## src/rtl/alu_pkg.sv

```systemverilog
// alu_pkg: shared constants for the registered ALU.
//   OP_*    4-bit opcode map
//   SH_*    shift kind, equal to op[1:0] of the shift opcodes (0x8..0xB)
//   F_*     bit positions inside the {S,Z,C,V} flag vector
//   state_e FSM encoding
package alu_pkg;
    localparam logic [3:0] OP_ADD = 4'h0;
    localparam logic [3:0] OP_SUB = 4'h1;
    localparam logic [3:0] OP_AND = 4'h2;
    localparam logic [3:0] OP_OR  = 4'h3;
    localparam logic [3:0] OP_XOR = 4'h4;
    localparam logic [3:0] OP_CMP = 4'h5;
    localparam logic [3:0] OP_MOV = 4'h6;
    localparam logic [3:0] OP_RS7 = 4'h7;
    localparam logic [3:0] OP_SLL = 4'h8;
    localparam logic [3:0] OP_SLR = 4'h9;
    localparam logic [3:0] OP_SRL = 4'hA;
    localparam logic [3:0] OP_SRA = 4'hB;
    localparam logic [3:0] OP_IN  = 4'hC;
    localparam logic [3:0] OP_OUT = 4'hD;
    localparam logic [3:0] OP_RSE = 4'hE;
    localparam logic [3:0] OP_HLT = 4'hF;

    localparam logic [1:0] SH_SLL = 2'b00;
    localparam logic [1:0] SH_SLR = 2'b01;
    localparam logic [1:0] SH_SRL = 2'b10;
    localparam logic [1:0] SH_SRA = 2'b11;

    localparam int F_S = 3;
    localparam int F_Z = 2;
    localparam int F_C = 1;
    localparam int F_V = 0;

    typedef enum logic [1:0] {
        ST_IDLE  = 2'd0,
        ST_SHIFT = 2'd1,
        ST_DONE  = 2'd2
    } state_e;
endpackage

```

## src/rtl/alu_if.sv

```systemverilog
// alu_if: request/response handshake bundle of the ALU.
//   Request : in_valid, in_ready, in_a, in_b, op
//   Response: out_valid, out_ready, out, szcv {S,Z,C,V}, out_we
//   master = producer of operands / consumer of results, slave = the ALU.
interface alu_if #(parameter int WIDTH = 16);
    logic             in_valid;
    logic             in_ready;
    logic [WIDTH-1:0] in_a;
    logic [WIDTH-1:0] in_b;
    logic [3:0]       op;
    logic             out_valid;
    logic             out_ready;
    logic [WIDTH-1:0] out;
    logic [3:0]       szcv;
    logic             out_we;

    modport master (
        output in_valid, in_a, in_b, op, out_ready,
        input  in_ready, out_valid, out, szcv, out_we
    );
    modport slave (
        input  in_valid, in_a, in_b, op, out_ready,
        output in_ready, out_valid, out, szcv, out_we
    );
endinterface

```

## src/rtl/alu_arith.sv

```systemverilog
// alu_arith: combinational single-cycle part of the ALU.
//   a, b  : operands
//   op    : opcode
//   res   : result
//   szcv  : {S,Z,C,V}
//   we    : result is to be written back
// For shift opcodes it returns the zero-distance result (a, C=0), which the
// sequencer uses directly when the shift amount is 0.
module alu_arith
    import alu_pkg::*;
#(
    parameter int WIDTH = 16
) (
    input  logic [WIDTH-1:0] a,
    input  logic [WIDTH-1:0] b,
    input  logic [3:0]       op,
    output logic [WIDTH-1:0] res,
    output logic [3:0]       szcv,
    output logic             we
);
    logic [WIDTH:0] sum;
    logic [WIDTH:0] diff;
    logic           c;
    logic           v;
    logic           flags_en;

    // Bit WIDTH of the extended sum is the carry; of the difference, the borrow.
    assign sum  = {1'b0, a} + {1'b0, b};
    assign diff = {1'b0, a} - {1'b0, b};

    always_comb begin
        res      = '0;
        c        = 1'b0;
        v        = 1'b0;
        we       = 1'b0;
        flags_en = 1'b1;
        case (op)
            OP_ADD: begin
                {c, res} = sum;
                v  = (a[WIDTH-1] == b[WIDTH-1]) && (sum[WIDTH-1] != a[WIDTH-1]);
                we = 1'b1;
            end
            OP_SUB, OP_CMP: begin
                {c, res} = diff;
                v  = (a[WIDTH-1] != b[WIDTH-1]) && (diff[WIDTH-1] != a[WIDTH-1]);
                we = (op == OP_SUB);
            end
            OP_AND: begin res = a & b; we = 1'b1; end
            OP_OR:  begin res = a | b; we = 1'b1; end
            OP_XOR: begin res = a ^ b; we = 1'b1; end
            OP_MOV, OP_IN: begin res = b; we = 1'b1; end
            OP_OUT: res = a;
            OP_SLL, OP_SLR, OP_SRL, OP_SRA: begin res = a; we = 1'b1; end
            default: flags_en = 1'b0;  // reserved / HLT: all-zero, even Z
        endcase
        szcv = '0;
        if (flags_en) begin
            szcv[F_S] = res[WIDTH-1];
            szcv[F_Z] = (res == '0);
            szcv[F_C] = c;
            szcv[F_V] = v;
        end
    end
endmodule

```

## src/rtl/alu_seq.sv

```systemverilog
// alu_seq: registered ALU with valid/ready handshake and iterative shifter.
//   clk, rst_n : clock, synchronous active-low reset
//   bus        : alu_if.slave (operands/op in, result/flags/write-enable out)
// Non-shift ops complete at the accept edge; shifts move one bit per cycle
// for in_b[SHAMT_W-1:0] cycles. Result is held in DONE until out_ready.
module alu_seq
    import alu_pkg::*;
#(
    parameter int WIDTH   = 16,
    parameter int SHAMT_W = $clog2(WIDTH)
) (
    input  logic  clk,
    input  logic  rst_n,
    alu_if.slave  bus
);
    state_e             state_q, state_d;
    logic [WIDTH-1:0]   sh_q, sh_d;
    logic [SHAMT_W-1:0] cnt_q, cnt_d;
    logic [1:0]         kind_q, kind_d;
    logic [WIDTH-1:0]   out_q, out_d;
    logic [3:0]         szcv_q, szcv_d;
    logic               we_q, we_d;

    logic [WIDTH-1:0]   ar_res;
    logic [3:0]         ar_szcv;
    logic               ar_we;
    logic [WIDTH-1:0]   step_val;
    logic               step_c;
    logic               accept;
    logic               is_shift;
    logic [SHAMT_W-1:0] shamt;

    alu_arith #(.WIDTH(WIDTH)) u_arith (
        .a    (bus.in_a),
        .b    (bus.in_b),
        .op   (bus.op),
        .res  (ar_res),
        .szcv (ar_szcv),
        .we   (ar_we)
    );

    assign accept   = bus.in_valid && (state_q == ST_IDLE);
    assign is_shift = (bus.op[3:2] == 2'b10);
    assign shamt    = bus.in_b[SHAMT_W-1:0];

    // State register
    always_ff @(posedge clk) begin
        if (!rst_n) begin
            state_q <= ST_IDLE;
            sh_q    <= '0;
            cnt_q   <= '0;
            kind_q  <= SH_SLL;
            out_q   <= '0;
            szcv_q  <= '0;
            we_q    <= 1'b0;
        end else begin
            state_q <= state_d;
            sh_q    <= sh_d;
            cnt_q   <= cnt_d;
            kind_q  <= kind_d;
            out_q   <= out_d;
            szcv_q  <= szcv_d;
            we_q    <= we_d;
        end
    end

    // Next state
    always_comb begin
        state_d = state_q;
        case (state_q)
            ST_IDLE:  if (bus.in_valid)
                          state_d = (is_shift && shamt != '0) ? ST_SHIFT : ST_DONE;
            ST_SHIFT: if (cnt_q == SHAMT_W'(1)) state_d = ST_DONE;
            ST_DONE:  if (bus.out_ready) state_d = ST_IDLE;
            default:  state_d = ST_IDLE;
        endcase
    end

    // One shift step of the working register
    always_comb begin
        step_val = sh_q;
        step_c   = 1'b0;
        case (kind_q)
            SH_SLL: begin step_val = {sh_q[WIDTH-2:0], 1'b0};         step_c = sh_q[WIDTH-1]; end
            SH_SLR: begin step_val = {sh_q[WIDTH-2:0], sh_q[WIDTH-1]}; step_c = sh_q[WIDTH-1]; end
            SH_SRL: begin step_val = {1'b0, sh_q[WIDTH-1:1]};         step_c = sh_q[0];       end
            default: begin step_val = {sh_q[WIDTH-1], sh_q[WIDTH-1:1]}; step_c = sh_q[0];    end
        endcase
    end

    // Datapath: capture at accept; shifts overwrite result on their last step
    always_comb begin
        sh_d   = sh_q;
        cnt_d  = cnt_q;
        kind_d = kind_q;
        out_d  = out_q;
        szcv_d = szcv_q;
        we_d   = we_q;
        if (accept) begin
            sh_d   = bus.in_a;
            cnt_d  = shamt;
            kind_d = bus.op[1:0];
            out_d  = ar_res;
            szcv_d = ar_szcv;
            we_d   = ar_we;
        end else if (state_q == ST_SHIFT) begin
            sh_d  = step_val;
            cnt_d = cnt_q - SHAMT_W'(1);
            if (cnt_q == SHAMT_W'(1)) begin
                out_d       = step_val;
                szcv_d[F_S] = step_val[WIDTH-1];
                szcv_d[F_Z] = (step_val == '0);
                szcv_d[F_C] = step_c;
                szcv_d[F_V] = 1'b0;
            end
        end
    end

    // Outputs
    always_comb begin
        bus.in_ready  = (state_q == ST_IDLE);
        bus.out_valid = (state_q == ST_DONE);
        bus.out       = out_q;
        bus.szcv      = szcv_q;
        bus.out_we    = we_q;
    end
endmodule

```

## src/flat_wrapper.sv

```systemverilog
// flat-port wrapper written by rule: the top's interface ports become plain ports
module alu_seq_flat import alu_pkg::*;
#(
    parameter int WIDTH   = 16,
    parameter int SHAMT_W = $clog2(WIDTH)
)
  (clk, rst_n, bus_in_valid, bus_in_a, bus_in_b, bus_op, bus_out_ready, bus_in_ready, bus_out_valid, bus_out, bus_szcv, bus_out_we);
  alu_if #(.WIDTH(WIDTH)) bus_i ();
  input  logic clk;
  input  logic rst_n;
  input wire logic [$bits(bus_i.in_valid)-1:0] bus_in_valid;
  input wire logic [$bits(bus_i.in_a)-1:0] bus_in_a;
  input wire logic [$bits(bus_i.in_b)-1:0] bus_in_b;
  input wire logic [$bits(bus_i.op)-1:0] bus_op;
  input wire logic [$bits(bus_i.out_ready)-1:0] bus_out_ready;
  output wire logic [$bits(bus_i.in_ready)-1:0] bus_in_ready;
  output wire logic [$bits(bus_i.out_valid)-1:0] bus_out_valid;
  output wire logic [$bits(bus_i.out)-1:0] bus_out;
  output wire logic [$bits(bus_i.szcv)-1:0] bus_szcv;
  output wire logic [$bits(bus_i.out_we)-1:0] bus_out_we;
  assign bus_i.in_valid = bus_in_valid;
  assign bus_i.in_a = bus_in_a;
  assign bus_i.in_b = bus_in_b;
  assign bus_i.op = bus_op;
  assign bus_i.out_ready = bus_out_ready;
  assign bus_in_ready = bus_i.in_ready;
  assign bus_out_valid = bus_i.out_valid;
  assign bus_out = bus_i.out;
  assign bus_szcv = bus_i.szcv;
  assign bus_out_we = bus_i.out_we;
  alu_seq #(.WIDTH(WIDTH), .SHAMT_W(SHAMT_W)) u_core (.clk(clk), .rst_n(rst_n), .bus(bus_i));
endmodule
```

## config.mk

```make
export PLATFORM = sky130hd
export DESIGN_NAME = alu_seq_flat
export DESIGN_NICKNAME = d
export VERILOG_FILES = /design/src/rtl/alu_pkg.sv /design/src/rtl/alu_if.sv /design/src/rtl/alu_arith.sv /design/src/rtl/alu_seq.sv /design/src/flat_wrapper.sv
export SDC_FILE = /design/constraint.sdc
export NUM_CORES = 1
export LEC_CHECK = 0
export BUFFER_PORTS_ARGS = -buffer_cell sky130_fd_sc_hd__buf_2
export CORE_MARGIN = 2
export CORE_UTILIZATION = 40
export CTS_BUF_LIST = sky130_fd_sc_hd__clkbuf_8
export CTS_CLUSTER_SIZE = 28
export DETAILED_ROUTE_END_ITERATION = 7
export PLACE_DENSITY = 0.58
export SYNTH_ARGS = -nofsm -noshare
export SYNTH_HDL_FRONTEND = slang
export SYNTH_SLANG_ARGS = --single-unit
```

## constraint.sdc

```tcl
create_clock -name clk -period 7.45 [get_ports clk]
set_input_delay 0 -clock clk [delete_from_list [all_inputs] [get_ports clk]]
set_output_delay 0 -clock clk [all_outputs]
set_load 0.005 [all_outputs]
```

==> impl_results.md <==
* Outcome: complete, no violations
* Initial antenna violation count at 0
* Half-perimeter wire length after placement at 13,620 µm
* Ys async rst share at 0%
* Seq pwr share at 35.6%
* Die Area at 14,080 µm²
* Net Sw Frac at 40.66%
* IO Pins at 63
* Area contributors post-synth: dfxtp_1, ha_1, a21oi_1, mux2i_1, nor2_1
* H-tree lvl count at 2
* Syn_nets at 812
* Critical path peak fanout at 9
* Worst Setup End Kind: flip-flop
* Hold_buf cts at 0
* Layout area overhead at 8.563%
* Worst-Skew Late Latency at 0.31 ns
* Drt via density at 6.223
* Routed vias at 5,731
* Drt first pass iters at 6
* Fmax at 283.2 MHz
* Proportion of layout cells with a drive suffix above 1 at 13.08%
* Die W at 118.7 µm
* CTS Buf Count at 5
* Chip height at 118.7 µm
* Post-cts repair resize count at 0
* Cell taking the most area after synthesis: dfxtp_1
* TritonCTS clock tree: built
* Predominant post-synthesis flop cell: dfxtp_1
* Setup Skew at 0.006935 ns
* Crit path required time at 7.68 ns
* Slew @ Worst Pin at 1.265 ns
* Synth cell types at 74
* Final Hold Vio Count at 0
* PwrDens at 135.9 nW/µm²
* Clock Power Share at 19.8%
* Antenna cells at 0
* WL per Instance at 19.82 µm
* Seq/Total Area, Yosys at 17.13%
* Final min period at 3.531 ns
* # DRC at 0
* Vias in the first global route at 5,372
* Clock Tree Root: clkbuf_8
* Int Pwr at 0.0004606 W
* FF+latch count, synth at 45
* Post-CTS setup buffer count at 0
* GRT Util Overall at 25.10%
* Final Cycle Share at 47.39%
* Startpoint Class: input pin
* # setup viols final at 0
* Sw power at 0.0003156 W
* GRT overflow at 0
* Max VDD drop at 144.2 µV
* Layout Nets at 841
* Clock-pin slew on the worst setup and hold paths at 0.08 ns
* Setup_tns at 0 ns
* Detailed Route WL at 18,250 µm
* Syn Std Cell Area at 5260 µm²
* Leak at 2.433 nW
* Initial core utilization at 41.35%
* RSZ-0062 raised after global routing: no
* Mapped Cells at 720
* Top-area cell type share of the netlist area at 17.13%
* Arrival @ worst endpoint at 3.76 ns
* Synth Warn # at 0
* Max-cap viol count at 0
* Normalized max-slew margin at 15.33%
* Tot Pwr at 0.0007762 W
* Largest net degree at the start of global routing at 47
* Core area at 12,720 µm²
* Clk sink count at 45
* Gate power share at 44.7%
* RD Place Congestion at 0.9985
* Syn Area/Cell at 7.306 µm²
* Post-synth EDFFs at 0
* Final Max Tran Viols at 0
* Port Buffers at 62
* Hold Path Class: input pin to flip-flop
* Critical path type: input pin to flip-flop
* Fillers at 1,339
* 1st-iter DRT viols at 520
* Detail Route Antenna Nets at 0
* CTS Buffer Depth at 2
* Row cnt at 41
* First-pass GRT wire length at 28,900 µm
## path summary, 6_finish.rpt
kind	from	to	slack, ns	depth (start not counted)
worst max-delay path	bus_in_a[7]	u_core.bus.szcv[2]	3.92	12
worst min-delay path	bus_in_b[3]	u_core.cnt_q[3]	0.004	2
worst max register to register	u_core.state_q[1]	u_core.bus.szcv[2]	4.67	8
worst min register to register	u_core.bus.szcv[0]	u_core.bus.szcv[0]	0.49	2
## cell usage in the layout (no fill, tap or decap), drive strengths merged, types with 12 or more instances in the layout
cell type / n
buf: 69
inv: 60
nor2: 59
nand2: 51
ha: 50
a21oi: 48
o21ai: 48
dfxtp: 45
nor2b: 29
nand3: 24
mux2i: 23
a22oi: 18
nor3: 18
o22ai: 17
a221oi: 16
a211oi: 12
and2: 12
## layer usage
layer / GRT usage (%) / vias up / share of wire, %
met5: 0 / - / 0
met4: 6.176 / 0 / 1.6
met3: 4.344 / 31 / 9.1
met2: 40.77 / 313 / 46
met1: 34.40 / 2697 / 43
li1: - / 2690 / -
## per-stage QoR
| stage | hold WS, ns | instances | instance area [µm²] | utilization (%) | setup WS, ns |
|---|---|---|---|---|---|
| 6_report | 0.003879 | 921 | 5710 | 44.89 | 3.919 |
| 4_1_cts | 0.0004593 | 921 | 5710 | 44.89 | 4.182 |
| 3_3_place_gp | 0.3146 | 914 | 5624 | 44.21 | 3.855 |
| 3_5_place_dp | 0.3198 | 914 | 5624 | 44.21 | 3.873 |
| 5_1_grt | 0.01064 | 921 | 5710 | 44.89 | 3.881 |
| 2_1_floorplan | 0.1564 | 720 | 5260 | - | 4.758 |
## state kept, by name, summed over array words and instances, names as in the netlist
name               cells
u_core.kind_q          2
u_core.sh_q           16
u_core.bus.out_we      1
u_core.bus.szcv        4
u_core.state_q         2
u_core.cnt_q           4
u_core.bus.out        16
## cell type report
| type | instances | area [µm²] | share of cell area (%) |
|---|---|---|---|
| Tap cell | 172 | 215.2 | 3.769 |
| Clock buffer | 6 | 82.58 | 1.446 |
| Multi-Input combinational cell | 569 | 3924 | 68.71 |
| Clock inverter | 1 | 3.754 | 0.06573 |
| Inverter | 59 | 221.5 | 3.878 |
| Sequential cell | 45 | 900.9 | 15.78 |
| Timing Repair Buffer | 69 | 362.8 | 6.354 |
## Yosys cell counts, types with 10 or more instances
cell type   n
buf_2      11
and2_1     11
ha_1       50
nor3_1     17
a21boi_0   10
a221oi_1   15
clkbuf_1   29
a21oi_1    47
o22ai_1    17
nand2_1    51
mux2i_1    23
nor2b_1    28
a211oi_1   11
dfxtp_1    45
o21ai_0    44
nor2_1     59
a22oi_1    18
nand3_1    24
inv_1      57
## worst max-delay path: stages
cell       delay, ns
buf_2           0.19
inv_1           0.06
ha_1            0.42
nor4_1          0.61
o31ai_1         0.15
a21oi_1         0.49
nor3_2          0.11
xnor2_1         0.16
a221oi_1        0.67
o2111ai_1       0.21
or4_1           0.46
o31ai_2         0.22
## power by group through the flow
stage / logic (W) / clock network (W) / registers (W)
2_1_floorplan: 0.000238 / 0 / 0.000276
3_3_place_gp: 0.000335 / 0 / 0.000280
3_5_place_dp: 0.000337 / 0 / 0.000281
4_1_cts: 0.000338 / 0.000158 / 0.000276
5_1_grt: 0.000378 / 0.000168 / 0.000278
6_report: 0.000347 / 0.000154 / 0.000276
## kinds of logic (layout without fill, tap and decap cells)
kind of cell / count (synthesis) / count (layout) / synth area share [%]
XOR/XNOR: 6 / 6 / 0.9990
AND/OR/NAND/NOR: 233 / 233 / 22.43
adder cells (fa/ha/maj): 52 / 52 / 12.65
buffers and inverters: 106 / 135 / 8.397
AO/OA/AOI/OAI: 250 / 250 / 32.95
multiplexers: 28 / 28 / 5.447
flip-flops: 45 / 45 / 17.13
No activity file was read; power rests on OpenSTA's default activity.
